**src/rtl/irq_pkg.sv**
```systemverilog
// Shared constants, slot state encoding and priority helper for the interrupt controller.
package irq_pkg;

  localparam int NSRC = 6;

  localparam logic [4:0] IRQ_PEND     = 5'h00;
  localparam logic [4:0] IRQ_MASK     = 5'h04;
  localparam logic [4:0] IRQ_MODE     = 5'h08;
  localparam logic [4:0] IRQ_CLAIM    = 5'h0C;
  localparam logic [4:0] IRQ_COMPLETE = 5'h10;

  typedef enum logic [1:0] {
    ST_IDLE = 2'd0,
    ST_PEND = 2'd1,
    ST_SERV = 2'd2
  } slot_state_t;

  // Source ID (index+1) of the lowest set bit; 0 when the vector is empty.
  function automatic logic [2:0] prio_id(input logic [NSRC-1:0] v);
    prio_id = 3'd0;
    for (int i = NSRC - 1; i >= 0; i--) begin
      if (v[i]) prio_id = 3'(i + 1);
    end
  endfunction

endpackage

```
**src/rtl/irq_ctrl_if.sv**
```systemverilog
// Device-bus port of the interrupt controller; rd is combinational on the slave side.
interface irq_ctrl_if;
  logic        sel;
  logic [4:0]  addr;
  logic [31:0] wd;
  logic        we;
  logic        re;
  logic [31:0] rd;

  modport master (output sel, addr, wd, we, re, input rd);
  modport slave  (input sel, addr, wd, we, re, output rd);
endinterface

```
**src/rtl/irq_slot.sv**
```systemverilog
// Per-source IDLE/PEND/SERV tracker with a re-pend flag; one-cycle update, no backpressure.
module irq_slot
  import irq_pkg::*;
(
  input  logic clk,
  input  logic reset,
  input  logic trig,
  input  logic level_mode,
  input  logic src,
  input  logic claim_hit,
  input  logic complete_hit,
  output logic is_pend,
  output logic is_serv
);

  slot_state_t state;
  logic        repend;

  always_ff @(posedge clk) begin
    if (!reset) begin
      state  <= ST_IDLE;
      repend <= 1'b0;
    end else begin
      case (state)
        ST_IDLE: begin
          if (trig) state <= ST_PEND;
        end
        ST_PEND: begin
          // A claim beats a same-cycle level drop; an edge arriving with the claim is kept.
          if (claim_hit) begin
            state <= ST_SERV;
            if (trig && !level_mode) repend <= 1'b1;
          end else if (level_mode && !src) begin
            state <= ST_IDLE;
          end
        end
        ST_SERV: begin
          if (complete_hit) begin
            state  <= (repend || (level_mode && trig)) ? ST_PEND : ST_IDLE;
            repend <= 1'b0;
          end else if (trig && !level_mode) begin
            repend <= 1'b1;
          end
        end
        default: state <= ST_IDLE;
      endcase
    end
  end

  assign is_pend = (state == ST_PEND);
  assign is_serv = (state == ST_SERV);

endmodule

```
**src/rtl/irq_ctrl.sv**
```systemverilog
// Interrupt controller: mask/mode registers, trigger detect, claim/complete decode.
// Pending reaches hwint one cycle after the trigger; rd and CLAIM ID are combinational.
module irq_ctrl
  import irq_pkg::*;
(
  input  logic            clk,
  input  logic            reset,
  irq_ctrl_if.slave       bus,
  input  logic [NSRC-1:0] src,
  output logic [NSRC-1:0] hwint
);

  logic [NSRC-1:0] mask;
  logic [NSRC-1:0] mode;
  logic [NSRC-1:0] src_q;
  logic [NSRC-1:0] trig;
  logic [NSRC-1:0] is_pend;
  logic [NSRC-1:0] is_serv;
  logic [NSRC-1:0] masked;
  logic [NSRC-1:0] claim_hit;
  logic [NSRC-1:0] complete_hit;
  logic [4:0]      off;
  logic [2:0]      claim_id;
  logic            claim_fire;
  logic            complete_fire;
  logic            reg_wr;
  logic            unused_bus_bits;

  assign off             = {bus.addr[4:2], 2'b00};
  assign unused_bus_bits = ^{bus.addr[1:0], bus.wd[31:NSRC]};

  assign trig     = (mode & src & ~src_q) | (~mode & src);
  assign masked   = is_pend & mask;
  assign hwint    = masked;
  assign claim_id = prio_id(masked);

  // An empty claim read must not disturb any slot.
  assign claim_fire    = bus.sel && bus.re && (off == IRQ_CLAIM) && (claim_id != 3'd0);
  assign complete_fire = bus.sel && bus.we && (off == IRQ_COMPLETE);
  assign reg_wr        = bus.sel && bus.we;

  always_comb begin
    claim_hit    = '0;
    complete_hit = '0;
    for (int i = 0; i < NSRC; i++) begin
      claim_hit[i]    = claim_fire && (claim_id == 3'(i + 1));
      complete_hit[i] = complete_fire && (bus.wd[2:0] == 3'(i + 1)) && is_serv[i];
    end
  end

  always_ff @(posedge clk) begin
    if (!reset) begin
      mask  <= '0;
      mode  <= '0;
      src_q <= '0;
    end else begin
      src_q <= src;
      if (reg_wr && (off == IRQ_MASK)) mask <= bus.wd[NSRC-1:0];
      if (reg_wr && (off == IRQ_MODE)) mode <= bus.wd[NSRC-1:0];
    end
  end

  always_comb begin
    bus.rd = '0;
    case (off)
      IRQ_PEND:  bus.rd[NSRC-1:0] = is_pend;
      IRQ_MASK:  bus.rd[NSRC-1:0] = mask;
      IRQ_MODE:  bus.rd[NSRC-1:0] = mode;
      IRQ_CLAIM: bus.rd[2:0]      = claim_id;
      default:   bus.rd           = '0;
    endcase
  end

  for (genvar g = 0; g < NSRC; g++) begin : g_slot
    irq_slot u_slot (
      .clk          (clk),
      .reset        (reset),
      .trig         (trig[g]),
      .level_mode   (!mode[g]),
      .src          (src[g]),
      .claim_hit    (claim_hit[g]),
      .complete_hit (complete_hit[g]),
      .is_pend      (is_pend[g]),
      .is_serv      (is_serv[g])
    );
  end

endmodule
```
**src/flat_wrapper.sv**
```systemverilog
// flat-port wrapper written by rule: the top's interface ports become plain ports
module irq_ctrl_flat import irq_pkg::*;
  (clk, reset, src, hwint, bus_sel, bus_addr, bus_wd, bus_we, bus_re, bus_rd);
  irq_ctrl_if bus_i ();
  input  logic clk;
  input  logic reset;
  input  logic [NSRC-1:0] src;
  output logic [NSRC-1:0] hwint;
  input wire logic [$bits(bus_i.sel)-1:0] bus_sel;
  input wire logic [$bits(bus_i.addr)-1:0] bus_addr;
  input wire logic [$bits(bus_i.wd)-1:0] bus_wd;
  input wire logic [$bits(bus_i.we)-1:0] bus_we;
  input wire logic [$bits(bus_i.re)-1:0] bus_re;
  output wire logic [$bits(bus_i.rd)-1:0] bus_rd;
  assign bus_i.sel = bus_sel;
  assign bus_i.addr = bus_addr;
  assign bus_i.wd = bus_wd;
  assign bus_i.we = bus_we;
  assign bus_i.re = bus_re;
  assign bus_rd = bus_i.rd;
  irq_ctrl u_core (.clk(clk), .reset(reset), .bus(bus_i), .src(src), .hwint(hwint));
endmodule
```
**config.mk**
```make
export PLATFORM = sky130hd
export DESIGN_NAME = irq_ctrl_flat
export DESIGN_NICKNAME = d
export VERILOG_FILES = /design/src/rtl/irq_pkg.sv /design/src/rtl/irq_ctrl_if.sv /design/src/rtl/irq_slot.sv /design/src/rtl/irq_ctrl.sv /design/src/flat_wrapper.sv
export SDC_FILE = /design/constraint.sdc
export NUM_CORES = 1
export LEC_CHECK = 0
export CORE_MARGIN = 8
export CORE_UTILIZATION = 45
export DETAILED_ROUTE_END_ITERATION = 12
export GPL_TIMING_DRIVEN = 0
export PLACE_DENSITY = 0.9
export SLEW_MARGIN = 20
export SYNTH_ARGS = -nofsm -noshare
export SYNTH_HDL_FRONTEND = slang
export SYNTH_SLANG_ARGS = --single-unit
```
**constraint.sdc**
```tcl
create_clock -name clk -period 2.4 [get_ports clk]
set_input_delay 0.72 -clock clk [delete_from_list [all_inputs] [get_ports clk]]
set_output_delay 0.72 -clock clk [all_outputs]
set_load 0.02 [all_outputs]
```
==> flow_summary_export.csv, run 1 <==
group,metric,value,unit
detailed_routing,ant_nets,0,
cts,clkTransAtPathRegs,60,ps
synthesis,synth_edf_count,0,
cts,tritoncts,"yes",
floorplan,initial_core_util,45.9,%
place,gp_congestion,0.934,
detailed_routing,route.detailed.drc,0,
timing,finalClockSkew,8.65,ps
power,max-vdd-ir-drop,0.000242,V
detailed_routing,totalWireLength,6.65,mm
cts,cts.sinks,36,
grt,grtUsageTotal,16.3,%
worst_setup_path,worstSetupStartpointType,"register",
cts,ctsHoldBuffers,0,
cts,cts_buffers,5,
grt,grt_pass1_vias,2141,
floorplan,rows,26,
cells_and_area,finalNetCount,394,
timing,clock.fmax,406,MHz
synthesis,synth_seq_area_share,31.1,%
flow_run,maxCapViolations,0,
power,power.density,433,nW/µm²
cts,clock-root-buffer,"clkbuf_8",
grt,antenna_found_initial,0,
worst_setup_path,crit_chain,"and3b_2 > nor3b_4 > o31ai_2 > a211oi_2 > buf_4",
worst_setup_path,critPathRequiredTime,1680,ps
synthesis,syn_area,2320,µm²
grt,grt_pass1_wl,9.89,mm
worst_setup_path,worstSetupPathType,"reg2out",
worst_setup_path,crit_fanout,6,
floorplan,core_area,5040,µm²
timing,hold_viol,0,
worst_hold_path,hold_class,"reg2reg",
cells_and_area,drive_above_1_share,28.0,%
timing,relSlewSlack,60.2,%
timing,fin_crit_sh,103,%
synthesis,ys.flop_type,"dfxtp_1",
timing,period_minus_slack,2460,ps
floorplan,die_y,87.7,µm
synthesis,ys_ff_latch,36,
worst_setup_path,worst_path_max_delay_cell,"dfxtp_4",
cells_and_area,stdcell_count,417,
synthesis,syn_avg_cell_area,8.39,µm²
floorplan,ios,86,
cts,insertion_delay,290,ps
detailed_routing,drt_iter0_markers,211,
floorplan,die_w,87.7,µm
cells_and_area,fillers,429,
place,dp_hpwl,4.52,mm
cells_and_area,areaGrowthSynthToFinish,33.5,%
place,pre_cts_ws,-942,ps
cells_and_area,n_antenna_cell,0,
detailed_routing,wire_per_inst,15.9,µm
grt,grt-ovfl-total,0,
cts,h-tree-depth,2,
detailed_routing,via_count,2235,
grt,grt_max_degree,12,
synthesis,synth_cells,276,
place,dp.cells,398,
status,outcome,"finished with violations",
power,p_leak,1.31,nW
floorplan,dieArea,7700,µm²
worst_setup_path,cpPeakStageDelay,360,ps
worst_setup_path,cp-end-kind,"output pin",
detailed_routing,drt-pass1-iter-count,4,
synthesis,yosysWarnings,0,
detailed_routing,viasPerCell,5.36,
timing,timing.final.ws_setup,-63.2,ps
synthesis,async_reset_ff_share,0,%
timing,rsz0062_at_grt,"yes",
timing,tightest_slew,592,ps
worst_setup_path,cp.arrival,1740,ps
status,violations,"negative setup slack",
place,port_buffers,27,
timing,setup_violations,3,
timing,timing.setup.tns,-156,ps
timing,whs,470,ps
timing,drv_slew,0,
cts,clockBufferDepth,2,
synthesis,yosysUniqueCellTypes,52,
-- cell families after synthesis --
group,Yosys count,share of synthesized area [%]
AO/OA/AOI/OAI,63,19.3
flip-flops,36,31.1
buffers and inverters,50,12.8
AND/OR/NAND/NOR,113,31.0
multiplexers,13,5.62
other,1,0.162
-- Yosys cell counts, types with 7 or more instances --
| library cell | count | share of area (%) |
|---|---|---|
| nand2_1 | 18 | 2.9 |
| clkbuf_1 | 7 | 1.1 |
| buf_4 | 26 | 8.4 |
| a21oi_1 | 9 | 1.9 |
| o21ai_0 | 10 | 2.2 |
| nor2b_1 | 23 | 6.2 |
| nor2_1 | 21 | 3.4 |
| inv_1 | 12 | 1.9 |
| mux2i_1 | 13 | 5.6 |
| a211oi_1 | 11 | 3.6 |
| dfxtp_1 | 36 | 31 |
-- layout by cell type, fill, tap and decap left out, types with 3 or more instances in the layout --
cell type	count
a21oi_1	9
nand3_1	4
dlymetal6s2s_1	4
buf_4	41
a211oi_1	10
nand3b_1	3
clkdlybuf4s50_1	16
dfxtp_2	6
nand2b_1	4
a31oi_1	4
inv_1	9
clkbuf_8	6
nor3b_1	3
nor2_2	3
clkbuf_1	6
buf_2	3
a21boi_0	4
o21ai_0	10
mux2i_1	13
conb_1	26
dfxtp_4	3
nor2b_1	22
nor3_4	3
and3b_2	4
nor2_1	17
nor3_1	3
nand2_1	18
buf_6	5
and3_1	5
and2_1	6
dfxtp_1	27
-- routing by layer --
| layer | global-route usage (%) | part of all wire, % | vias to the layer above |
|---|---|---|---|
| met5 | 0 | 0 | - |
| met4 | 7.66 | 2.0 | 0 |
| met3 | 4.88 | 11 | 13 |
| met2 | 26.4 | 46 | 109 |
| met1 | 19.2 | 41 | 1032 |
| li1 | - | - | 1081 |
-- worst paths after layout --
check,end,slack [ps],cells after the start,startpoint
setup reg to reg,u_core.g_slot[4].u_slot.state[1]$_SDFFE_PN0P_,760,8,u_core.g_slot[3].u_slot.state[0]$_SDFFE_PN0P_
hold / removal,u_core.g_slot[3].u_slot.repend$_SDFFE_PN0P_,470,2,u_core.g_slot[3].u_slot.repend$_SDFFE_PN0P_
setup / recovery,bus_rd[1],-60,5,u_core.g_slot[3].u_slot.state[1]$_SDFFE_PN0P_
hold reg to reg,u_core.g_slot[3].u_slot.repend$_SDFFE_PN0P_,470,2,u_core.g_slot[3].u_slot.repend$_SDFFE_PN0P_
-- power breakdown --
group | switching [mW] | internal (mW)
combinational | 0.141 | 0.119
sequential | 0.0173 | 0.612
clock | 0.216 | 0.233
total | 0.375 | 0.964
-- stage by stage --
stage	area (µm²)	utilization (%)	total power [mW]
6_report	3090	61.3	1.34
5_1_grt	3090	61.3	1.39
4_1_cts	2970	58.9	1.33
3_5_place_dp	2790	55.4	0.880
3_3_place_gp	2790	55.4	0.874
2_1_floorplan	2430	-	0.808
-- flip-flops by register name (all words and copies together) (netlist names) --
register / flops
u_core.g_slot.u_slot.state: 12
u_core.src_q: 6
u_core.g_slot.u_slot.repend: 6
u_core.mode: 6
u_core.mask: 6
-- critical path: cells and delay by family (launching register included) --
family | cells | cell delay [ps]
flops | 1 | 360
compound gates | 2 | 360
buf+inv | 1 | 180
simple gates | 2 | 570
-- layout make-up --
type,count,area (µm²),share of cell area [%]
inverter,12,47.5,1.54
clock inverter,1,7.51,0.243
buffer,36,268,8.66
timing repair buffer,40,380,12.3
multi-input combinational,215,1480,47.7
sequential,36,739,23.9
clock buffer,7,86.3,2.79
tap,70,87.6,2.83
-- timing repair --
action	in CTS	in global routing
resized for setup	60	20
pin swaps	5	8
setup buffers	8	4
endpoints found under the setup margin	9	10
cloned	0	1
(Power assumes the default switching activity.)
==> run 2: changes to the inputs <==
--- a/config.mk
+++ b/config.mk
@@ -5,8 +5,10 @@
 export SDC_FILE = /design/constraint.sdc
 export NUM_CORES = 1
 export LEC_CHECK = 0
+export CORE_ASPECT_RATIO = 1.25
 export CORE_MARGIN = 8
 export CORE_UTILIZATION = 45
+export CTS_BUF_LIST = sky130_fd_sc_hd__clkbuf_4 sky130_fd_sc_hd__clkbuf_8
 export DETAILED_ROUTE_END_ITERATION = 12
 export GPL_TIMING_DRIVEN = 0
 export PLACE_DENSITY = 0.9
==> flow_summary_export.csv, run 2 (synthesis results as in run 1) <==
group,metric,value,unit
floorplan,die_w,80.2,µm
cts,h-tree-depth,2,
power,sequentialPowerShare,46.8,%
cells_and_area,top_register,"u_core.g_slot.u_slot.state",
place,gp_congestion,0.953,
floorplan,rows,29,
grt,antenna_found_initial,0,
worst_setup_path,cpPeakStageDelay,410,ps
timing,hold_viol,0,
cells_and_area,drive_above_1_share,26.3,%
timing,timing.setup.tns,-27.5,ps
worst_setup_path,path_buf_inv,1,
power,p_leak,1.22,nW
detailed_routing,route.detailed.drc,0,
detailed_routing,ant_nets,0,
worst_setup_path,cp-end-kind,"output pin",
cells_and_area,layout_commonest_cell,"buf_4",
worst_setup_path,worstSetupPathType,"reg2out",
place,dp_hpwl,4.49,mm
worst_setup_path,path_delay_family,"simple AND/OR/NAND/NOR gates",
floorplan,die_y,96.2,µm
cts,clkTransAtPathRegs,70,ps
flow_run,maxCapViolations,0,
detailed_routing,wire_per_inst,15.2,µm
grt,grt_pass1_vias,2077,
timing,clock.fmax,412,MHz
timing,finalClockSkew,3.12,ps
cts,cts.sinks,36,
worst_setup_path,crit_fanout,6,
power,p_sw,0.361,mW
cts,cts_buffers,5,
cells_and_area,finalNetCount,387,
power,p_comb_share,18.8,%
timing,whs,478,ps
floorplan,ios,86,
power,p_clk_share,34.4,%
grt,grtUsageTotal,15.9,%
floorplan,dieArea,7710,µm²
detailed_routing,totalWireLength,6.11,mm
detailed_routing,drt_iter0_markers,133,
timing,relSlewSlack,58.5,%
cells_and_area,areaGrowthSynthToFinish,29.1,%
worst_hold_path,hold_class,"reg2reg",
status,violations,"negative setup slack",
cells_and_area,stdcell_count,401,
floorplan,initial_core_util,46.3,%
power,power.density,449,nW/µm²
grt,grt_max_degree,11,
detailed_routing,viasPerCell,5.44,
worst_setup_path,worst_path_max_delay_cell,"dfxtp_1",
detailed_routing,drt-pass1-iter-count,4,
timing,rsz0062_at_grt,"yes",
timing,tightest_slew,616,ps
timing,period_minus_slack,2430,ps
grt,grt_pass1_wl,9.76,mm
timing,drv_slew,0,
detailed_routing,via_count,2182,
place,dp.cells,390,
cts,clockBufferDepth,2,
cells_and_area,n_antenna_cell,0,
worst_setup_path,critPathRequiredTime,1680,ps
worst_setup_path,cp.arrival,1710,ps
floorplan,core_area,5010,µm²
timing,fin_crit_sh,101,%
power,max-vdd-ir-drop,0.000360,V
cts,clock-root-buffer,"clkbuf_8",
worst_setup_path,worstSetupStartpointType,"register",
cells_and_area,largest_reg_flops,12,
cells_and_area,layout_common_cells,"buf_4, dfxtp_1, conb_1, nor2b_1",
power,swShare,26.9,%
cts,insertion_delay,290,ps
timing,setup_violations,1,
power,p_total,1.34,mW
timing,timing.final.ws_setup,-27.5,ps
cts,tritoncts,"yes",
power,p_int,0.983,mW
status,outcome,"finished with violations",
grt,grt-ovfl-total,0,
place,port_buffers,27,
worst_setup_path,crit_chain,"and3b_1 > nor3b_2 > o31ai_2 > a211oi_2 > buf_4",
run 2: layout make-up:
cell class              count  area [µm²]
flip-flops and latches     36         731
repair buffers             33         297
clock buffers               7        96.3
multi-input cells         215        1480
inverters                  12        50.0
fillers                   426        2020
well taps                  62        77.6
plain buffers              36         264
run 2: worst min-delay path: stages (launching register included):
cell	delay [ps]
dfxtp_1	310
nand2_1	50
o22ai_1	70
run 2: power by group through the flow:
stage	combinational, mW	clock, mW	sequential, mW
detailed placement	0.237	0	0.643
global route	0.273	0.506	0.632
floorplan	0.169	0	0.639
global placement	0.233	0	0.642
finish	0.253	0.462	0.630
CTS	0.244	0.473	0.629
run 2: final timing paths:
| check | start | end | slack, ps | depth (start not counted) |
|---|---|---|---|---|
| min reg2reg | u_core.g_slot[3].u_slot.repend$_SDFFE_PN0P_ | u_core.g_slot[3].u_slot.repend$_SDFFE_PN0P_ | 480 | 2 |
| min | u_core.g_slot[3].u_slot.repend$_SDFFE_PN0P_ | u_core.g_slot[3].u_slot.repend$_SDFFE_PN0P_ | 480 | 2 |
| max reg2reg | u_core.g_slot[0].u_slot.state[1]$_SDFFE_PN0P_ | u_core.g_slot[5].u_slot.repend$_SDFFE_PN0P_ | 850 | 5 |
| max | u_core.g_slot[5].u_slot.state[0]$_SDFFE_PN0P_ | bus_rd[1] | -30 | 5 |
run 2: timing repair:
action,4_1_cts,5_1_grt
cloned,0,0
pin swaps,3,3
setup buffers,4,2
endpoints found under the setup margin,9,7
hold buffers,0,0
resized for setup,57,15
run 2: through the flow:
stage / worst slack [ps] / instance area [µm²] / util, %
after floorplan: -55.5 / 2430 / -
after global placement: -934 / 2780 / 55.6
after detailed placement: -948 / 2780 / 55.6
after CTS: -63.2 / 2940 / 58.7
after global routing: -76.0 / 2990 / 59.7
final: -27.5 / 2990 / 59.7
run 2: per-layer routing:
layer  share of wire [%]  global-route usage (%)  wire [µm]  vias up
met5                   0                       0          0        -
met1                  39                    17.3       2380     1016
li1                    -                       -          -     1058
met4                 2.0                    7.45        122        0
met3                  10                    4.39        620       12
met2                  49                    28.0       2980       96
